--- config.mk ---
export PLATFORM = sky130hd
export DESIGN_NAME = alu_pipe
export DESIGN_NICKNAME = d
export VERILOG_FILES = /design/src/rtl/alu_pipe_pkg.sv /design/src/rtl/alu_pipe_comb.sv /design/src/rtl/alu_pipe.sv
export SDC_FILE = /design/constraint.sdc
export NUM_CORES = 1
export LEC_CHECK = 0
export CAP_MARGIN = 10
export CORE_MARGIN = 5
export CORE_UTILIZATION = 37
export CTS_CLUSTER_DIAMETER = 60
export DETAILED_ROUTE_END_ITERATION = 16
export GPL_TIMING_DRIVEN = 0
export SYNTH_ARGS = -nofsm -noshare
export SYNTH_HDL_FRONTEND = slang
export SYNTH_SLANG_ARGS = --single-unit
--- constraint.sdc ---
create_clock -name clk -period 7.3 [get_ports clk]
set_input_delay 1.46 -clock clk [delete_from_list [all_inputs] [get_ports clk]]
set_output_delay 1.46 -clock clk [all_outputs]
set_load 0.005 [all_outputs]
--- src/rtl/alu_pipe_pkg.sv ---
// Shared op codes and FSM state encoding for the pipelined ALU.
package alu_pipe_pkg;

    localparam logic [3:0] OP_ROL = 4'b0000;
    localparam logic [3:0] OP_SLL = 4'b0001;
    localparam logic [3:0] OP_SRA = 4'b0010;
    localparam logic [3:0] OP_SRL = 4'b0011;
    localparam logic [3:0] OP_ADD = 4'b0100;
    localparam logic [3:0] OP_OR  = 4'b0101;
    localparam logic [3:0] OP_XOR = 4'b0110;
    localparam logic [3:0] OP_AND = 4'b0111;
    localparam logic [3:0] OP_MUL = 4'b1000;
    localparam logic [3:0] OP_ROR = 4'b1001;

    typedef enum logic {
        IDLE = 1'b0,
        MUL  = 1'b1
    } state_t;

endpackage

--- src/rtl/alu_pipe_comb.sv ---
// Single-cycle datapath: operand inversion, shifter/rotator, logic ops, adder and overflow.
// MUL and reserved codes yield zero here; the multiply result comes from the top.
module alu_pipe_comb
    import alu_pipe_pkg::*;
#(
    parameter  int N  = 16,
    localparam int CW = $clog2(N)
) (
    input  logic [N-1:0] a,
    input  logic [N-1:0] b,
    input  logic         cin,
    input  logic [3:0]   op,
    input  logic         inv_a,
    input  logic         inv_b,
    input  logic         sign,
    output logic [N-1:0] act_a,
    output logic [N-1:0] act_b,
    output logic [N-1:0] result,
    output logic         ofl
);

    logic [CW-1:0] sh;
    logic [CW:0]   sh_rev;
    logic [N:0]    sum;
    logic          add_ofl;

    assign act_a = inv_a ? ~a : a;
    assign act_b = inv_b ? ~b : b;

    // A zero count gives sh_rev == N, which shifts the wrap-around term out entirely.
    assign sh     = act_b[CW-1:0];
    assign sh_rev = (CW+1)'(N) - {1'b0, sh};

    assign sum     = {1'b0, act_a} + {1'b0, act_b} + {{N{1'b0}}, cin};
    assign add_ofl = sign ? ((act_a[N-1] == act_b[N-1]) && (sum[N-1] != act_a[N-1]))
                          : sum[N];

    always_comb begin
        // NOTE: every output gets a default before the case so no path can infer a latch.
        result = '0;
        ofl    = 1'b0;
        case (op)
            OP_ROL: result = (act_a << sh) | (act_a >> sh_rev);
            OP_ROR: result = (act_a >> sh) | (act_a << sh_rev);
            OP_SLL: result = act_a << sh;
            OP_SRL: result = act_a >> sh;
            OP_SRA: result = $unsigned($signed(act_a) >>> sh);
            OP_ADD: begin
                result = sum[N-1:0];
                ofl    = add_ofl;
            end
            OP_OR:  result = act_a | act_b;
            OP_XOR: result = act_a ^ act_b;
            OP_AND: result = act_a & act_b;
            default: ;
        endcase
    end

endmodule

--- src/rtl/alu_pipe.sv ---
// Registered ALU stage with valid/ready on both sides and an N-cycle iterative multiply.
module alu_pipe
    import alu_pipe_pkg::*;
#(
    parameter  int N  = 16,
    localparam int CW = $clog2(N)
) (
    input  logic         clk,
    input  logic         rst,
    input  logic         in_valid,
    output logic         in_ready,
    input  logic [N-1:0] InA,
    input  logic [N-1:0] InB,
    input  logic         Cin,
    input  logic [3:0]   Op,
    input  logic         invA,
    input  logic         invB,
    input  logic         sign,
    output logic         out_valid,
    input  logic         out_ready,
    output logic [N-1:0] Out,
    output logic         Zero,
    output logic         Ofl,
    output logic         ofl_sticky,
    input  logic         clr_sticky,
    output logic         busy
);

    state_t         state, state_next;
    logic [N-1:0]   act_a, act_b, comb_res;
    logic           comb_ofl;
    logic [N-1:0]   mag_a, mag_b, mplier;
    logic [2*N-1:0] acc, mcand, acc_step, prod;
    logic [CW-1:0]  cnt;
    logic           neg, msign, mul_ofl;
    logic           accept, accept_mul, mul_last;

    alu_pipe_comb #(.N(N)) u_comb (
        .a      (InA),
        .b      (InB),
        .cin    (Cin),
        .op     (Op),
        .inv_a  (invA),
        .inv_b  (invB),
        .sign   (sign),
        .act_a  (act_a),
        .act_b  (act_b),
        .result (comb_res),
        .ofl    (comb_ofl)
    );

    assign in_ready   = (state == IDLE) && (!out_valid || out_ready);
    assign busy       = (state == MUL);
    assign accept     = in_valid && in_ready;
    assign accept_mul = accept && (Op == OP_MUL);
    assign mul_last   = (state == MUL) && (cnt == '0);
    assign Zero       = (Out == '0);

    // Signed multiply runs on magnitudes; the sign is reapplied to the full 2N product.
    assign mag_a    = (sign && act_a[N-1]) ? -act_a : act_a;
    assign mag_b    = (sign && act_b[N-1]) ? -act_b : act_b;
    assign acc_step = acc + (mplier[0] ? mcand : '0);
    assign prod     = neg ? -acc_step : acc_step;
    assign mul_ofl  = msign ? (prod[2*N-1:N] != {N{prod[N-1]}}) : (|prod[2*N-1:N]);

    always_ff @(posedge clk) begin
        // NOTE: sequential state uses non-blocking assignments so every register samples pre-edge values.
        if (rst) state <= IDLE;
        else     state <= state_next;
    end

    always_comb begin
        state_next = state;
        case (state)
            IDLE:    if (accept_mul) state_next = MUL;
            MUL:     if (cnt == '0)  state_next = IDLE;
            default: state_next = IDLE;
        endcase
    end

    always_ff @(posedge clk) begin
        if (rst) begin
            cnt    <= '0;
            acc    <= '0;
            mcand  <= '0;
            mplier <= '0;
            neg    <= 1'b0;
            msign  <= 1'b0;
        end else if (accept_mul) begin
            cnt    <= CW'(N - 1);
            acc    <= '0;
            mcand  <= {{N{1'b0}}, mag_a};
            mplier <= mag_b;
            neg    <= sign && (act_a[N-1] ^ act_b[N-1]);
            msign  <= sign;
        end else if (state == MUL) begin
            acc    <= acc_step;
            mcand  <= mcand << 1;
            mplier <= mplier >> 1;
            if (cnt != '0) cnt <= cnt - 1'b1;
        end
    end

    always_ff @(posedge clk) begin
        if (rst) begin
            Out        <= '0;
            Ofl        <= 1'b0;
            out_valid  <= 1'b0;
            ofl_sticky <= 1'b0;
        end else begin
            if (accept && !accept_mul) begin
                Out       <= comb_res;
                Ofl       <= comb_ofl;
                out_valid <= 1'b1;
            end else if (mul_last) begin
                Out       <= prod[N-1:0];
                Ofl       <= mul_ofl;
                out_valid <= 1'b1;
            end else if (out_ready) begin
                out_valid <= 1'b0;
            end

            if (out_valid && out_ready && Ofl) ofl_sticky <= 1'b1;
            else if (clr_sticky)               ofl_sticky <= 1'b0;
        end
    end

endmodule

**After elaboration in Yosys (flattened, before gate mapping)**

Index checks and enable logic that the tools add are counted.

- $add $sub $neg: 8
- Equal/unequal tests: 12
- Shift-type cells: 5
- Multiplexer cells: 29
- Bitwise gates (word level): 9
- Reductions and logical operators: 26

Operators with widths:

| cell | number |
|---|---|
| 16-bit 2-to-1 mux | 10 |
| 16-bit case mux with 9 select lines | 1 |
| 32-bit 2-to-1 mux | 2 |
| 16-bit bitwise OR | 3 |
| 32-bit adder | 1 |
| 16-bit negator | 2 |
| 32-bit negator | 1 |
| 16-bit NOT | 2 |
| 16-bit by 16-bit adder with 17-bit output | 1 |
| 17-bit by 1-bit adder with 17-bit output | 1 |
| 16-bit bitwise AND | 1 |
| 4-bit by 3-bit equality test with 1-bit output, second input constant | 4 |
| 16-bit logical NOT | 1 |
| 16-bit inequality test | 1 |
| 16-bit OR reduction | 1 |
| 16-bit by 4-bit << shifter with 16-bit output | 1 |
| 16-bit by 5-bit << shifter with 16-bit output | 1 |
| 16-bit by 4-bit right shift with 16-bit output | 1 |
| 16-bit by 5-bit right shift with 16-bit output | 1 |
| 16-bit by 4-bit >>> shifter with 16-bit output | 1 |
| 16-bit bitwise XOR | 1 |
| 1-bit 2-to-1 mux | 12 |
| 4-bit 2-to-1 mux | 3 |
| 1-bit logical AND | 11 |
| 18 further kinds | 25 |

- Bits in registers: 106
- Bits of input ports: 45
- Output and inout bits: 22

**Longest topological paths before layout**

- Depth after elaboration: 9
- Gate-level depth with buffers: 20

**Cells and area by module**

A second synthesis with hierarchy kept.

- Cell total of the unflattened synthesis: 1838
- Area total of the unflattened synthesis: 13580.5 um^2

Modules (own cells, without submodules):

| module | instances | cells an instance | area each (um^2) |
|---|---|---|---|
| alu_pipe | 1 | 1065 | 8315.5 |
| alu_pipe_comb | 1 | 773 | 5265.0 |

**Worst setup path before layout**

Ideal clock, no wire load.

- Path type: input to register
- From: input port invA
- To: register Out[15]
- Library setup time: 128 ps
- Arrival: 5620 ps
- Data required time: 7172 ps
- Setup slack: 1553 ps
- Stages on the path: 18
- Buffers on the path: 2
- Cells stage by stage: clkbuf_1 -> buf_1 -> xnor2_1 -> inv_1 -> fa_1 -> a21o_1 -> a21o_1 -> a2111oi_0 -> o31ai_1 -> o41ai_1 -> o21ai_0 -> a21o_1 -> a21oi_1 -> xnor2_1 -> a221oi_1 -> o221ai_1 -> o21ai_0 -> nor2_1

- Cells in the longest elaborated chain, start to end: 5
- Elaborated cells on any way between the ends: 15

Ends and longest elaborated chain:

| item | line | text |
|---|---|---|
| start, declared | alu_pipe.sv:16 | `input logic invA,` |
| 16-bit 2-to-1 mux (*) | alu_pipe_comb.sv:27 | `assign act_a = inv_a ? ~a : a;` |
| 16-bit by 16-bit adder with 17-bit output (tied with other cells) | alu_pipe_comb.sv:34 | `assign sum = {1'b0, act_a} + {1'b0, act_b} + {{N{1'b0}}, cin};` |
| 17-bit by 1-bit adder with 17-bit output (tied with other cells) | alu_pipe_comb.sv:34 |  |
| 16-bit case mux with 9 select lines (*) | alu_pipe_comb.sv:42 | `case (op)` |
| 16-bit 2-to-1 mux (*) | alu_pipe.sv:111 | `if (accept && !accept_mul) begin` |
| end signal, assigned | alu_pipe.sv:112 | `Out <= comb_res;` |
| end signal, assigned | alu_pipe.sv:116 | `Out <= prod[N-1:0];` |
| end, declared | alu_pipe.sv:21 | `output logic [N-1:0] Out,` |

Mark *: on every way between the ends. The rest lies on a longest branch, timed or not.
A chain may end at the register's enable or synchronous reset.

**Worst setup path in the final report**

- From: input port invB
- To: register Out[14]

- Cells in the longest elaborated chain, start to end: 6
- Elaborated cells on any way between the ends: 16

Ends and longest elaborated chain:

| item | line | text |
|---|---|---|
| start, declared | alu_pipe.sv:17 | `input logic invB,` |
| 16-bit 2-to-1 mux (*) | alu_pipe_comb.sv:28 | `assign act_b = inv_b ? ~b : b;` |
| parallel branches: the longest is 3 deep, another holds 16-bit by 16-bit adder with 17-bit output | n/a |  |
| 16-bit case mux with 9 select lines (*) | alu_pipe_comb.sv:42 |  |
| 16-bit 2-to-1 mux (*) | alu_pipe.sv:111 |  |

Mark *: on every way between the ends.

==> impl_metrics.toml <==
[setup_path]
end_kind = "register"
cp_common_cell = "o21ai_0"
critPathRequiredTime_ns = 7.52
worst-path-max-fanout = 10
slowest_stage = "xor2_1"
crit_chain = "clkdlybuf4s50_1 > clkbuf_1 > xor2_1 > clkbuf_1 > ha_1 > nor2b_1 > o21a_1 > o21ai_0 > a21oi_1 > o21ai_0 > a21oi_1 > o41ai_1 > o21ai_0 > xor2_1 > a221oi_1 > o22ai_1 > nor2_1 > nor3_1"
reg2reg_setup_slack_ns = 1.23
setup.worst_path.start_class = "input pin"
cp_data_arrival_time_ns = 7.06
worst-setup-path-type = "input pin to register"
max_stage_delay_ns = 0.71

[synth]
ys_seq_area_share_pct = 17.1
yosysMostFrequentCell = "nor2_1"
ys_seq_elements = 106
syn_area_um2 = 12400
synth_top_cell_by_area = "dfxtp_1"
synthCells = 1792
synth.area.top_cells = "dfxtp_1 (17%), nor2_1 (7.4%), ha_1 (6.8%), mux2i_1 (6.4%), a21oi_1 (5.9%)"
async_flop_share_pct = 0
synth_compound_area_share_pct = 30.1
synthSimpleGateAreaFrac_pct = 25.6
synth_fa_ha_area_share_pct = 7.25
synth_fp_nets = 1907
avgSynthCellArea_um2 = 6.91
ys_types = 88
synth_xor_area_share_pct = 7.84
synth_top_family_by_area = "compound AO/OA/AOI/OAI gates"
synth_ff_type = "dfxtp_1"
synth_edf_count = 0
synth_warnings = 0
muxShareOfSynthArea_pct = 6.75
synth_top_cell_area_share_pct = 17.1
synthTopCellsByCount = "nor2_1 (244), nand2_1 (169), a21oi_1 (146)"

[detailed_routing]
drcViolationCount = 0
dr.pass1.iters = 5
wl_per_cell_um = 23.5
totalWireLength_mm = 54.7
vias = 14200
drtAntennaViolNets = 0
first_iter_violations = 1295
viasPerCell = 6.13

[cells_and_area]
drive_gt1_share_pct = 3.42
design_area_um2 = 13900
utilization_pct = 41.9
nNetsFinal = 1982
areaGrowthSynthToFinish_pct = 12.5

[timing]
timing_worst_slew_pin_value_ns = 1.23
fin_ws_ns = 0.458
layout_min_cycle_time_ns = 6.84
relSlewSlack_pct = 17.3
clock.fmax_ghz = 0.146
final_max_slew_viol_count = 0
rsz0062_at_grt = "false"
hold_viol_final = 0
setup_viol = 0
period_share_pct = 93.7
fin_skew_ns = 0.00822

[worst_hold_path]
hp-class = "register to register"

[global_routing]
antenna_found_initial = 1
grt_pass1_wl_mm = 82.2
grt_max_degree = 19
grt_util_all_layers_pct = 28.8
grt_pass1_vias = 13600
overflow = 0

[power]
power_density_nw_per_um2 = 148
switchingPower_mw = 0.875
comb_power_share_pct = 43.5
p_leak_nw = 5.40
ir_drop_mv = 0.0900
seq_power_share_pct = 29.3
power.share.clock_pct = 27.2
power_mw = 2.06
p_int_mw = 1.19
switching_share_pct = 42.4

[floorplan]
die_area_um2 = 37200
initial_core_util_pct = 37.2
die_h_um = 193
core-area_um2 = 33300
rows = 67
io_pins = 67
die_w_um = 193

[place]
dpl_cell_area_um2 = 13600
place_hpwl_mm = 44.2
port_buffers = 61
place_congestion = 1.02
place_ws_ns = -0.749

[clocking]
clockBufferDepth = 2
cts_tree = "yes"
ctsHoldBuffers = 0
numCtsBuffers = 9
cts.reportedPaths.clkPinSlew_ns = 0.08
clk_latency_ns = 0.36
htree_levels = 3
cts.root.buffer_cell = "clkbuf_16"
numClockSinks = 106

[job]
maxCapViolations = 0

[run_status]
status = "completed"
## layout by cell type, fill, tap and decap left out, types with 6 or more instances in the layout
| cell | n |
|---|---|
| nor2_1 | 244 |
| nand2_1 | 169 |
| a21oi_1 | 146 |
| o21ai_0 | 136 |
| dfxtp_1 | 106 |
| clkbuf_1 | 99 |
| mux2i_1 | 79 |
| ha_1 | 67 |
| clkdlybuf4s50_1 | 61 |
| xnor2_1 | 60 |
| a211oi_1 | 58 |
| xor2_1 | 49 |
| inv_1 | 47 |
| and2_1 | 45 |
| nor3_1 | 45 |
| nand3_1 | 37 |
| a21o_1 | 28 |
| a31oi_1 | 27 |
| o22ai_1 | 20 |
| nand2b_1 | 17 |
| and3_1 | 17 |
| o211ai_1 | 17 |
| or3_1 | 17 |
| a221oi_1 | 16 |
| buf_1 | 15 |
| nor4_1 | 14 |
| a22oi_1 | 14 |
| nand4_1 | 13 |
| o31ai_1 | 11 |
| nor2b_1 | 11 |
| o21a_1 | 11 |
| o221ai_1 | 11 |
| or2_2 | 9 |
| clkbuf_16 | 9 |
| a211o_1 | 8 |
| o21bai_1 | 7 |
| or4_1 | 6 |
| o2111ai_1 | 6 |
## cell type report
type	count	area, µm²
fillers	3588	19300
plain buffers	122	477
multi-input cells	1514	9620
clock buffers	10	239
well taps	448	561
repair buffers	65	633
diodes	1	2.50
inverters	49	184
flip-flops and latches	106	2120
clock inverters	6	96.3
## cells by family after synthesis
logic type / count (synthesis)
AO/OA/AOI/OAI: 577
multiplexers: 82
buffers and inverters: 172
XOR/XNOR: 110
adder cells (fa/ha/maj): 70
AND/OR/NAND/NOR: 675
flip-flops: 106
## state kept, by name (all words and copies together), names as in the netlist
name,count
out_valid,1
acc,32
msign,1
busy,1
cnt,4
Out,16
mplier,16
neg,1
ofl_sticky,1
Ofl,1
mcand,32
## worst max-delay path, delay by kind of cell
family / cells / cell delay [ns]
AO/OA/AOI/OAI: 9 / 2.50
XOR/XNOR: 2 / 0.95
adder cells (fa/ha/maj): 1 / 0.37
buffers and inverters: 3 / 1.44
AND/OR/NAND/NOR: 3 / 0.34
## repair_timing
item | CTS | global route
setup buffers | 0 | 0
gates resized for setup | 2 | 4
gates cloned | 0 | 0
setup endpoints to repair | 4 | 4
## power groups by stage
stage	sequential (mW)	combinational [mW]	clock, mW
5_1_grt	0.606	0.955	0.588
4_1_cts	0.604	0.869	0.569
3_5_place_dp	0.617	0.865	0
6_report	0.604	0.899	0.561
3_3_place_gp	0.617	0.873	0
2_1_floorplan	0.614	0.538	0
## final timing paths
check,start,to,depth (start not counted)
min reg2reg,mplier[15],mplier[15],2
max reg2reg,mplier[0],Ofl,18
max,invB,Out[14],18
min,mplier[15],mplier[15],2
## per-layer routing
layer | part of all wire (%) | track usage [%] | up-vias
met5 | 0 | 0 | -
met4 | 6.6 | 16.1 | 0
met3 | 6.2 | 3.37 | 161
met2 | 46 | 47.7 | 658
met1 | 41 | 36.3 | 6725
li1 | - | - | 6676
## through the flow
stage,TNS (ns),cells,hold slack [ns]
global route,0,2320,0.521
global placement,-3.29,2301,0.467
CTS,0,2320,0.495
floorplan,0,1792,0.446
detailed placement,-2.52,2304,0.486
finish,0,2321,0.497
Power figures use the tool's default switching activity.
